## config.mk

```make
export PLATFORM = sky130hd
export DESIGN_NAME = svc_axi_rd_arb2
export DESIGN_NICKNAME = d
export VERILOG_FILES = /design/src/rtl/svc_axi_rd_arb2.sv
export SDC_FILE = /design/constraint.sdc
export NUM_CORES = 1
export LEC_CHECK = 0
export ABC_CLOCK_PERIOD_IN_PS = 3050
export CAP_MARGIN = 10
export CORE_MARGIN = 5
export CORE_UTILIZATION = 35
export DETAILED_ROUTE_END_ITERATION = 6
export PLACE_DENSITY = 0.88
export SLEW_MARGIN = 25
export SYNTH_ARGS = -nofsm -noshare
export SYNTH_HDL_FRONTEND = slang
export SYNTH_SLANG_ARGS = --single-unit
```

## constraint.sdc

```tcl
create_clock -name clk -period 3.05 [get_ports clk]
set_input_delay 0.61 -clock clk [delete_from_list [all_inputs] [get_ports clk]]
set_output_delay 0.61 -clock clk [all_outputs]
set_load 0.01 [all_outputs]
```

## src/rtl/svc_axi_rd_arb2.sv

```systemverilog
// Two-master AXI4 read arbiter: a registered, arbitrated AR stage with R beats routed back by the ID MSB.
// Build with SVC_AXI_RD_ARB2_PRIO_EN for s0 strict priority with s1 starvation relief after MAX_WAIT losses.
module svc_axi_rd_arb2 #(
    parameter int AXI_ADDR_WIDTH = 16,
    parameter int AXI_DATA_WIDTH = 16,
    parameter int AXI_ID_WIDTH   = 4,
    parameter int MAX_WAIT       = 16
) (
    input  logic                      clk,
    input  logic                      rst_n,

    input  logic                      s0_axi_arvalid,
    input  logic [AXI_ID_WIDTH-1:0]   s0_axi_arid,
    input  logic [AXI_ADDR_WIDTH-1:0] s0_axi_araddr,
    input  logic [7:0]                s0_axi_arlen,
    input  logic [2:0]                s0_axi_arsize,
    input  logic [1:0]                s0_axi_arburst,
    output logic                      s0_axi_arready,
    output logic                      s0_axi_rvalid,
    output logic [AXI_ID_WIDTH-1:0]   s0_axi_rid,
    output logic [AXI_DATA_WIDTH-1:0] s0_axi_rdata,
    output logic [1:0]                s0_axi_rresp,
    output logic                      s0_axi_rlast,
    input  logic                      s0_axi_rready,

    input  logic                      s1_axi_arvalid,
    input  logic [AXI_ID_WIDTH-1:0]   s1_axi_arid,
    input  logic [AXI_ADDR_WIDTH-1:0] s1_axi_araddr,
    input  logic [7:0]                s1_axi_arlen,
    input  logic [2:0]                s1_axi_arsize,
    input  logic [1:0]                s1_axi_arburst,
    output logic                      s1_axi_arready,
    output logic                      s1_axi_rvalid,
    output logic [AXI_ID_WIDTH-1:0]   s1_axi_rid,
    output logic [AXI_DATA_WIDTH-1:0] s1_axi_rdata,
    output logic [1:0]                s1_axi_rresp,
    output logic                      s1_axi_rlast,
    input  logic                      s1_axi_rready,

    output logic                      m_axi_arvalid,
    output logic [AXI_ID_WIDTH:0]     m_axi_arid,
    output logic [AXI_ADDR_WIDTH-1:0] m_axi_araddr,
    output logic [7:0]                m_axi_arlen,
    output logic [2:0]                m_axi_arsize,
    output logic [1:0]                m_axi_arburst,
    input  logic                      m_axi_arready,

    input  logic                      m_axi_rvalid,
    input  logic [AXI_ID_WIDTH:0]     m_axi_rid,
    input  logic [AXI_DATA_WIDTH-1:0] m_axi_rdata,
    input  logic [1:0]                m_axi_rresp,
    input  logic                      m_axi_rlast,
    output logic                      m_axi_rready
);

    // Valid/ready: an AR beat transfers on a cycle where valid && ready are both high; valid never
    // waits on ready, and a raised valid with its payload holds until that transfer completes.
    logic load;
    logic any_req;
    logic gnt1;
    logic last_grant;

`ifdef SVC_AXI_RD_ARB2_PRIO_EN
    localparam int WAIT_W = $clog2(MAX_WAIT + 1);
    logic [WAIT_W-1:0] wait_cnt;

    always_comb begin
        gnt1 = s1_axi_arvalid && (!s0_axi_arvalid || wait_cnt == WAIT_W'(MAX_WAIT));
    end

    always_ff @(posedge clk) begin
        if (!rst_n) begin
            wait_cnt <= '0;
        end else if (!s1_axi_arvalid) begin
            wait_cnt <= '0;
        end else if (load && gnt1) begin
            wait_cnt <= '0;
        end else if (load && s0_axi_arvalid) begin
            wait_cnt <= wait_cnt + 1'b1;
        end
    end
`else
    always_comb begin
        gnt1 = s1_axi_arvalid && (!s0_axi_arvalid || !last_grant);
    end
`endif

    assign load           = !m_axi_arvalid || m_axi_arready;
    assign any_req        = s0_axi_arvalid || s1_axi_arvalid;
    assign s0_axi_arready = rst_n && load && s0_axi_arvalid && !gnt1;
    assign s1_axi_arready = rst_n && load && gnt1;

    always_ff @(posedge clk) begin
        if (!rst_n) begin
            m_axi_arvalid <= 1'b0;
            m_axi_arid    <= '0;
            m_axi_araddr  <= '0;
            m_axi_arlen   <= '0;
            m_axi_arsize  <= '0;
            m_axi_arburst <= '0;
            last_grant    <= 1'b1;
        end else if (load) begin
            m_axi_arvalid <= any_req;
            if (any_req) begin
                m_axi_arid    <= {gnt1, gnt1 ? s1_axi_arid : s0_axi_arid};
                m_axi_araddr  <= gnt1 ? s1_axi_araddr : s0_axi_araddr;
                m_axi_arlen   <= gnt1 ? s1_axi_arlen : s0_axi_arlen;
                m_axi_arsize  <= gnt1 ? s1_axi_arsize : s0_axi_arsize;
                m_axi_arburst <= gnt1 ? s1_axi_arburst : s0_axi_arburst;
                last_grant    <= gnt1;
            end
        end
    end

    // R is stateless: the ID MSB tags which requester issued the burst.
    assign s0_axi_rvalid = m_axi_rvalid && !m_axi_rid[AXI_ID_WIDTH];
    assign s1_axi_rvalid = m_axi_rvalid && m_axi_rid[AXI_ID_WIDTH];
    assign m_axi_rready  = m_axi_rid[AXI_ID_WIDTH] ? s1_axi_rready : s0_axi_rready;

    assign s0_axi_rid   = m_axi_rid[AXI_ID_WIDTH-1:0];
    assign s1_axi_rid   = m_axi_rid[AXI_ID_WIDTH-1:0];
    assign s0_axi_rdata = m_axi_rdata;
    assign s1_axi_rdata = m_axi_rdata;
    assign s0_axi_rresp = m_axi_rresp;
    assign s1_axi_rresp = m_axi_rresp;
    assign s0_axi_rlast = m_axi_rlast;
    assign s1_axi_rlast = m_axi_rlast;

endmodule

```

After elaboration in Yosys (flattened, before gate mapping)
Index checks and enable logic that the tools add are counted.
{ "op_classes": {"n_shift": 0, "addsub": 0, "magnitude_cmp": 0, "n_reduce_logical": 16, "div": 0, "bitwise_logic": 0, "multipliers": 0, "n_eq_ne": 0, "n_mux": 6} }
{ "op_table": {"columns": ["op", "n"], "rows": [
  ["$mux 16", 1],
  ["$mux 8", 1],
  ["$logic_and 1x1->1", 7],
  ["$logic_not 1->1", 5],
  ["$mux 4", 1],
  ["$logic_or 1x1->1", 3],
  ["$mux 3", 1],
  ["$mux 2", 1],
  ["$reduce_and 2->1", 1],
  ["$mux 1", 1]
]} }
{ "totals": {"n_memories": 0, "latch_bits": 0, "out_inout_bits": 86, "ram_bits": 0, "register_bits": 36, "romBits": 0} }

Depth between registers and ports, before layout
Gate-level depths: netlist (run 1).
{ "logic_depth": {"depth_word": 5, "ltp_mapped": 5} }

Least setup slack after synthesis (run 1)
OpenSTA, ideal clock, no wires.
{ "synth_path": {"path_kind": "input port to output port", "from": "input port s1_axi_arvalid", "to": "output port s1_axi_arready", "setup_slack_ns": 1.095, "arrival_ns": 1.345, "required_ns": 2.440, "stages": 4, "path_buffers": 2, "path_cell_list": "a21bo_1 -> buf_6 -> buf_6 -> nor3_1"} }
{ "synth_between": {"elab_chain_cells": 2} }
{ "synth_lines": {"columns": ["item", "line", "rtl"], "rows": [
  ["start, declared", "26", "input logic s1_axi_arvalid,"],
  ["$logic_and 1x1->1", "84", "gnt1 = s1_axi_arvalid && (!s0_axi_arvalid || !last_grant);"],
  ["$logic_and 1x1->1", "91", "assign s1_axi_arready = rst_n && load && gnt1;"],
  ["end, declared", "32", "output logic s1_axi_arready,"]
]} }
Every way passes these cells.

Final worst setup path (run 1)
{ "layout_path": {"from": "input port s0_axi_arvalid", "to": "output port s1_axi_arready"} }
{ "layout_between": {"elab_chain_cells": 4} }
{ "layout_lines": {"columns": ["item", "line", "rtl"], "rows": [
  ["start, declared", "12", "input logic s0_axi_arvalid,"],
  ["$logic_not 1->1", "84", null],
  ["$logic_or 1x1->1", "84", null],
  ["$logic_and 1x1->1", "84", null],
  ["$logic_and 1x1->1", "91", null]
]} }
Every way passes these cells.

==> out/metrics.yaml, run 1 <==
status: "complete, no violations"
min_to: "m_axi_arlen[3]$_SDFFE_PN0P_"
slew_headroom_pct: 63.2
nFillCells: 537
cts.sinks: 36
yosysMostFrequentCell: "nand2_1"
seq_area_um2: 721
grt_usage_pct: 15.8
drtIter0Drc: 69
synthArstFlopShare_pct: 0
end_kind: "output port"
path_class: "in -> out"
gp_routability_congestion: 0.732
start_util_pct: 36.1
finClkSkew_ps: 5.17
ys_ff_latch: 36
firstDrtPassIters: 4
power_density_nw_per_um2: 450
tns_ps: 0
first_global_vias: 2128
cp_top_family: "buffers and inverters"
post-synth-top-area-fraction_pct: 33.7
layout_min_cycle_time_ps: 2730
antenna_found_initial: 0
synth-edff-count: 0
synth_warnings: 0
root_buffer: "clkbuf_8"
port_buffers: 114
synth_fp_nets: 354
ys_types: 23
wl_met2_um: 2950
syn_area_per_cell_um2: 8.35
cap_viol_max_count: 0
slew_viol_final: 0
area_growth_pct: 43.2
r2r_end: "m_axi_arid[2]$_SDFFE_PN0P_"
dr_wl_met3_um: 536
reg2reg_from: "m_axi_arvalid$_SDFFE_PN0P_"
fp.dieH_um: 88.2
setup_viol: 0
dp_hpwl_um: 4340
total_power_mw: 1.38
synthTopCellsByArea: "dfxtp_1, buf_4, nand2_1, a311oi_2, a21oi_1"
grt_max_degree: 38
crit_buf_inv: 2
synth_common_cells: "nand2_1, buf_4, a21oi_1, dfxtp_1, a311oi_1"
core_area_um2: 5920
worst_r2r_path_depth: 4
ios: 184
ctsHtreeMaxLevel: 2
cpMostUsedCell: "clkdlybuf4s50_1"
cts_tree: "done"
synth_top_area_cell: "dfxtp_1"
ys_seq_area_share_pct: 33.7
ant_nets: 0
rows: 28
fin_crit_sh_pct: 89.6
leakagePower_nw: 1.14
slowest_stage: "clkdlybuf4s50_1"
drt-met1-wl_um: 2610
cts_made_buffers: 5
rsz0062_at_grt: "no"
drcViolationCount: 0
hold_viol: 0
syn-instance-count: 256
crit_required_ps: 2440
cp.arrival_ps: 2120
wirelength_um: 6220
max_stage_delay_ps: 560
crit_fanout: 6
hold_start: "m_axi_arlen[3]$_SDFFE_PN0P_"
worstSetupStartpointType: "input pin"
synthFlopType: "dfxtp_1"
diodes: 0
routed.top_layer: "met4"
ir_drop_mv: 0.226
grt_pass1_wl_um: 9740
clk_latency_ps: 280
fmax_mhz: 366
vias: 2007
multi_input_area_um2: 918
postCtsHoldBufs: 0
die_w_um: 88.2
dieArea_um2: 7770
min_path_type: "reg -> reg"
routed_via_density: 5.12
hold_path_depth: 2
clk_pin_slew_ps: 70
clockBufferDepth: 2
post_cts_resized: 0
nNetsFinal: 414
cts_setup_buffers: 0
avgRoutedWirePerCell_um: 15.9
ff2ff_setup_slack_ps: 1580
synth_area_um2: 2140
layout-drive-gt1-share_pct: 9.46
tightest_slew_ps: 550
grt-ovfl-total: 0
crit_chain: "clkdlybuf4s50_1 > a21bo_1 > nor3_1 > clkdlybuf4s50_1"
==> cell usage in the layout (no fill, tap or decap), types with 2 or more instances in the layout <==
master and instances:
buf_4 5, o21ai_0 2, a21oi_1 36, a311oi_2 13, a311oi_1 20, dfxtp_1 36, clkdlybuf4s50_1 114, nand2_1 67
nor2_1 2, nor2b_1 2, clkbuf_8 7
==> final cells by class <==
cell class | count | share of cell area [%]
Clock inverter | 1 | 0.981
Timing Repair Buffer | 120 | 39.1
Sequential cell | 36 | 23.5
Clock buffer | 7 | 3.15
Inverter | 1 | 0.123
Tap cell | 75 | 3.06
Multi-Input combinational cell | 152 | 30.0
==> power by group <==
group | switching [mW] | leakage [nW] | internal, mW
logic | 0.163 | 0.772 | 0.223
registers | 0.0239 | 0.300 | 0.515
clock network | 0.165 | 0.0645 | 0.288
==> worst max-delay path by stage <==
stage	startpoint	to	slack, ps	cells past startpoint
CTS	s0_axi_arvalid	s1_axi_arready	310	4
global placement	s0_axi_arvalid	s1_axi_arready	330	4
detailed placement	s0_axi_arvalid	s1_axi_arready	330	4
finish	s0_axi_arvalid	s1_axi_arready	320	4
global route	s0_axi_arvalid	s1_axi_arready	200	4
floorplan	s1_axi_arvalid	s1_axi_arready	1100	4
==> worst register-to-register path: cells and delay by family, from the launching register on <==
kind / cells / cell delay (ps)
AND/OR/NAND/NOR: 2 / 650
flip-flops: 1 / 330
buffers and inverters: 1 / 240
AO/OA/AOI/OAI: 1 / 120
==> layer usage <==
metal  vias to the layer above  track usage [%]
met1                       941             18.2
met2                        87             28.3
li1                        968                -
met4                         0             6.18
met5                         -                0
met3                        11             3.67
==> metrics by stage <==
stage	std cells	hold slack (ps)	cell area (µm²)	util (%)	setup slack, ps
5_1_grt	392	545	3060	51.7	204
4_1_cts	392	526	3060	51.7	310
2_1_floorplan	256	498	2140	-	1100
3_3_place_gp	384	482	2940	49.6	333
3_5_place_dp	384	514	2940	49.6	327
6_report	392	520	3060	51.7	318
==> kinds of logic after synthesis <==
kind of cell	share of synthesized area [%]
AOI/OAI and AO/OA	27.6
buffers and inverters	23.6
DFF	33.7
muxes	0.527
and+or+nand+nor	14.6
==> flip-flops by register name (all words and copies together) (netlist names) <==
name	count
last_grant	1
m_axi_araddr	16
m_axi_arburst	2
m_axi_arid	5
m_axi_arlen	8
m_axi_arsize	3
m_axi_arvalid	1
(Power assumes the default switching activity.)
==> run 2, diff against run 1 <==
Settings changed: PLACE_DENSITY 0.88 to 0.95.
==> run 2 against run 1 <==
Against the previous run:
- utilization shrank 0.70 points
- cell area down 1.3%
- first-iteration DRC count grew 57%
- total power fell by 7.6%
- sequential power hardly changed
- global-route usage increased by 1.4 points
- maximum frequency fell by 1.9%
- hold slack worse by 27 ps
- clock power down 24%
- sequential share of layout area grew 0.32 points
- wire length grew 9.5%
- non-clock buffer count rose by 1
- largest power group unchanged
==> out/metrics.yaml, run 2 (synthesized netlist as in run 1, its figures left out) <==
status: "complete, no violations"
slew_headroom_pct: 60.9
setup_viol: 0
port_buffers: 114
r2r_end: "m_axi_araddr[6]$_SDFFE_PN0P_"
worstSetupStartpointType: "input pin"
reg2reg_from: "m_axi_arvalid$_SDFFE_PN0P_"
dp_hpwl_um: 4780
regMostFlops: "m_axi_araddr"
clk_pin_slew_ps: 70
antenna_found_initial: 0
fmax_mhz: 359
total_power_mw: 1.27
grt_pass1_wl_um: 10500
final_common_cell: "clkdlybuf4s50_1"
setup_ws_ps: 266
instances_no_fill: 393
clockBufferDepth: 2
die_w_um: 88.2
area_growth_pct: 41.3
tightest_slew_ps: 585
cap_viol_max_count: 0
ff2ff_setup_slack_ps: 1450
min_to: "m_axi_arid[4]$_SDFFE_PN0P_"
post_cts_resized: 0
worst_r2r_path_depth: 4
routed_via_density: 5.37
cts_tree: "done"
min_path_type: "reg -> reg"
first_global_vias: 2164
layout_common_cells: "clkdlybuf4s50_1, nand2_1, a21oi_1, dfxtp_1, a311oi_1"
drcViolationCount: 0
crit_fanout: 5
ant_nets: 0
finClkSkew_ps: 2.42
ir_drop_mv: 0.170
drtIter0Drc: 108
hold_viol: 0
reg_top3: "m_axi_araddr (16), m_axi_arlen (8), m_axi_arid (5)"
tns_ps: 0
gp_routability_congestion: 0.797
nNetsFinal: 415
layout_min_cycle_time_ps: 2780
power_density_nw_per_um2: 422
placed_area_um2: 2930
end_kind: "output port"
rsz0062_at_grt: "no"
core_area_um2: 5920
cts_made_buffers: 5
firstDrtPassIters: 4
start_util_pct: 36.1
placed_cells: 385
grt_usage_pct: 17.2
pre_cts_ws_ps: 259
fp.dieH_um: 88.2
clk_latency_ps: 280
cp.arrival_ps: 2170
nFillCells: 558
hold_start: "m_axi_arid[4]$_SDFFE_PN0P_"
grt-ovfl-total: 0
ios: 184
slew_viol_final: 0
largest_reg_flops: 16
cts.sinks: 36
vias: 2109
grt_max_degree: 38
ctsHtreeMaxLevel: 2
cts_setup_buffers: 0
hold_path_depth: 2
path_class: "in -> out"
rows: 28
crit_required_ps: 2440
fin_area_um2: 3020
avgRoutedWirePerCell_um: 17.3
root_buffer: "clkbuf_8"
postCtsHoldBufs: 0
diodes: 0
wirelength_um: 6800
dieArea_um2: 7770
fin_crit_sh_pct: 91.3
layout-drive-gt1-share_pct: 9.12
leakagePower_nw: 1.12
## run 2: changes by cell type in the layout (fill, tap and decap cells not counted), sizes merged
cell / previous run / this run
clkbuf: 7 / 8
bufinv: 1 / 0
buf: 6 / 7
## run 2: stage by stage
step	hold slack, ps	utilization [%]
global placement	477	49.5
CTS	496	51.0
finish	493	51.0
detailed placement	486	49.5
global route	537	51.0
floorplan	498	-
## run 2: report_power, final
| group | internal, mW | switching (mW) |
|---|---|---|
| registers | 0.515 | 0.0255 |
| logic | 0.222 | 0.167 |
| clock network | 0.184 | 0.160 |
## run 2: final cells by class
cell class,count,area [µm²],area share [%]
well taps,75,93.8,3.11
inverters,1,3.75,0.124
flip-flops and latches,36,721,23.9
clock buffers,8,90.1,2.98
multi-input cells,152,918,30.4
repair buffers,121,1190,39.5
## run 2: worst max-delay path by stage
| stage | end | startpoint | slack, ps | depth (start not counted) |
|---|---|---|---|---|
| 2_1_floorplan | s1_axi_arready | s1_axi_arvalid | 1100 | 4 |
| 3_5_place_dp | s1_axi_arready | s1_axi_arvalid | 260 | 4 |
| 5_1_grt | s1_axi_arready | s1_axi_arvalid | 160 | 4 |
| 4_1_cts | s1_axi_arready | s1_axi_arvalid | 260 | 4 |
| 3_3_place_gp | s1_axi_arready | s1_axi_arvalid | 290 | 4 |
| 6_report | s1_axi_arready | s1_axi_arvalid | 270 | 4 |
## run 2: per-layer routing
layer  wire length (µm)  track usage (%)
met4                151             7.14
met5                  0                0
met2               3250             28.8
met1               2680             20.6
met3                720             4.89
## run 2: worst max-delay path, cell delays in order
cell and delay (ps):
clkdlybuf4s50_1 530, a21bo_1 230, nor3_1 190, clkdlybuf4s50_1 600
==> run 3, diff against run 2 <==
==> constraint.sdc (replaced) <==
create_clock -name clk -period 3.05 [get_ports clk]
set_input_delay 0.4575 -clock clk [delete_from_list [all_inputs] [get_ports clk]]
set_output_delay 0.4575 -clock clk [all_outputs]
set_load 0.01 [all_outputs]
==> run 3 against run 2 <==
Against the previous run:
- critical path depth did not move
- utilization barely moved
- sequential power barely moved
- die area did not move
- flip-flop and latch count did not move
- wire length fell by 1.4%
- count of clock-buffer cells in the layout fell by 3
- via count fell by 2.9%
==> out/metrics.yaml, run 3 (synthesized netlist as in run 1, its figures left out) <==
rsz0062_at_grt: "no"
ant_nets: 0
wirelength_um: 6710
leakagePower_nw: 1.12
start_util_pct: 36.1
post_cts_resized: 0
avgRoutedWirePerCell_um: 17.1
seq_area_um2: 721
whs_ps: 487
fp.dieH_um: 88.2
crit_fanout: 6
ios: 184
ir_drop_mv: 0.170
worstSetupStartpointType: "input pin"
crit_required_ps: 2590
root_buffer: "clkbuf_8"
tightest_slew_ps: 505
rows: 28
power_density_nw_per_um2: 419
grt_max_degree: 38
area_growth_pct: 41.4
cts_tree: "done"
gp_routability_congestion: 0.778
cts_setup_buffers: 0
postCtsHoldBufs: 0
max_stage_delay_ps: 600
tns_ps: 0
drtIter0Drc: 72
fin_crit_sh_pct: 82.3
hold_viol: 0
status: "complete, no violations"
cts_made_buffers: 5
crit_chain: "clkdlybuf4s50_1 > a21bo_1 > nor3_1 > clkdlybuf4s50_1"
total_power_mw: 1.27
min_path_type: "reg -> reg"
grt-ovfl-total: 0
cts.sinks: 36
drcViolationCount: 0
nNetsFinal: 414
diodes: 0
layout_common_cells: "clkdlybuf4s50_1, nand2_1, a21oi_1, dfxtp_1, a311oi_1"
cpMostUsedCell: "clkdlybuf4s50_1"
dp_hpwl_um: 4610
slew_headroom_pct: 66.3
nFillCells: 546
cp.arrival_ps: 2050
clk_latency_ps: 280
fmax_mhz: 398
slew_viol_final: 0
first_global_vias: 2117
clk_pin_slew_ps: 80
end_kind: "output port"
port_buffers: 114
routed_via_density: 5.22
path_class: "in -> out"
layout-drive-gt1-share_pct: 9.46
finClkSkew_ps: 6.95
clockBufferDepth: 2
setup_viol: 0
regMostFlops: "m_axi_araddr"
firstDrtPassIters: 4
antenna_found_initial: 0
ctsHtreeMaxLevel: 2
layout_min_cycle_time_ps: 2510
vias: 2047
largest_reg_flops: 16
slowest_stage: "clkdlybuf4s50_1"
final_common_cell: "clkdlybuf4s50_1"
grt_pass1_wl_um: 10400
cap_viol_max_count: 0
die_w_um: 88.2
core_area_um2: 5920
reg_top3: "m_axi_araddr (16), m_axi_arlen (8), m_axi_arid (5)"
multi_input_area_um2: 918
fin_util_pct: 51.1
dieArea_um2: 7770
grt_usage_pct: 17.1
==> run 3: changes by cell type in the layout (fill, tap and decap cells not counted), sizes merged <==
cell / before / now
clkbuf: 8 / 5
clkinv: 1 / 4
buf: 7 / 6
==> run 3: per-stage QoR <==
stage          setup slack, ps  instances  cell area [µm²]
2_1_floorplan             1400        256             2140
3_5_place_dp               533        384             2940
6_report                   540        392             3020
4_1_cts                    529        392             3020
5_1_grt                    479        392             3020
3_3_place_gp               586        384             2940
==> run 3: area by class of cell <==
cell class,count,share of cell area (%)
Timing Repair Buffer,120,39.7
Sequential cell,36,23.8
Multi-Input combinational cell,152,30.4
Inverter,1,0.124
Clock inverter,3,0.621
Tap cell,75,3.10
Clock buffer,5,2.28
==> run 3: where the power goes <==
group          leakage (nW)  internal, mW  switching, mW  total, mW
Clock                0.0479         0.159          0.180      0.339
Combinational         0.772         0.223          0.165      0.389
Sequential            0.300         0.515         0.0254      0.540
==> run 3: worst paths after layout <==
check                                           startpoint                           end  slack, ps  cells past startpoint
worst max-delay path                        s0_axi_arvalid                s1_axi_arready        540                      4
worst min-delay path            m_axi_arid[4]$_SDFFE_PN0P_    m_axi_arid[4]$_SDFFE_PN0P_        490                      2
worst max register to register  m_axi_arvalid$_SDFFE_PN0P_  m_axi_araddr[9]$_SDFFE_PN0P_       1600                      4
worst min register to register  m_axi_arid[4]$_SDFFE_PN0P_    m_axi_arid[4]$_SDFFE_PN0P_        490                      2
==> run 3: critical path: cells and delay by family <==
kind	cells	cell delay, ps
AOI/OAI and AO/OA	1	250
buffers and inverters	2	1130
and+or+nand+nor	1	210
==> run 3: routing by layer <==
metal	vias up	part of all wire (%)	GRT usage, %
li1	970	-	-
met1	971	42	20.8
met2	86	46	28.3
met3	20	9.3	4.70
met4	0	2.5	7.14
met5	-	0	0
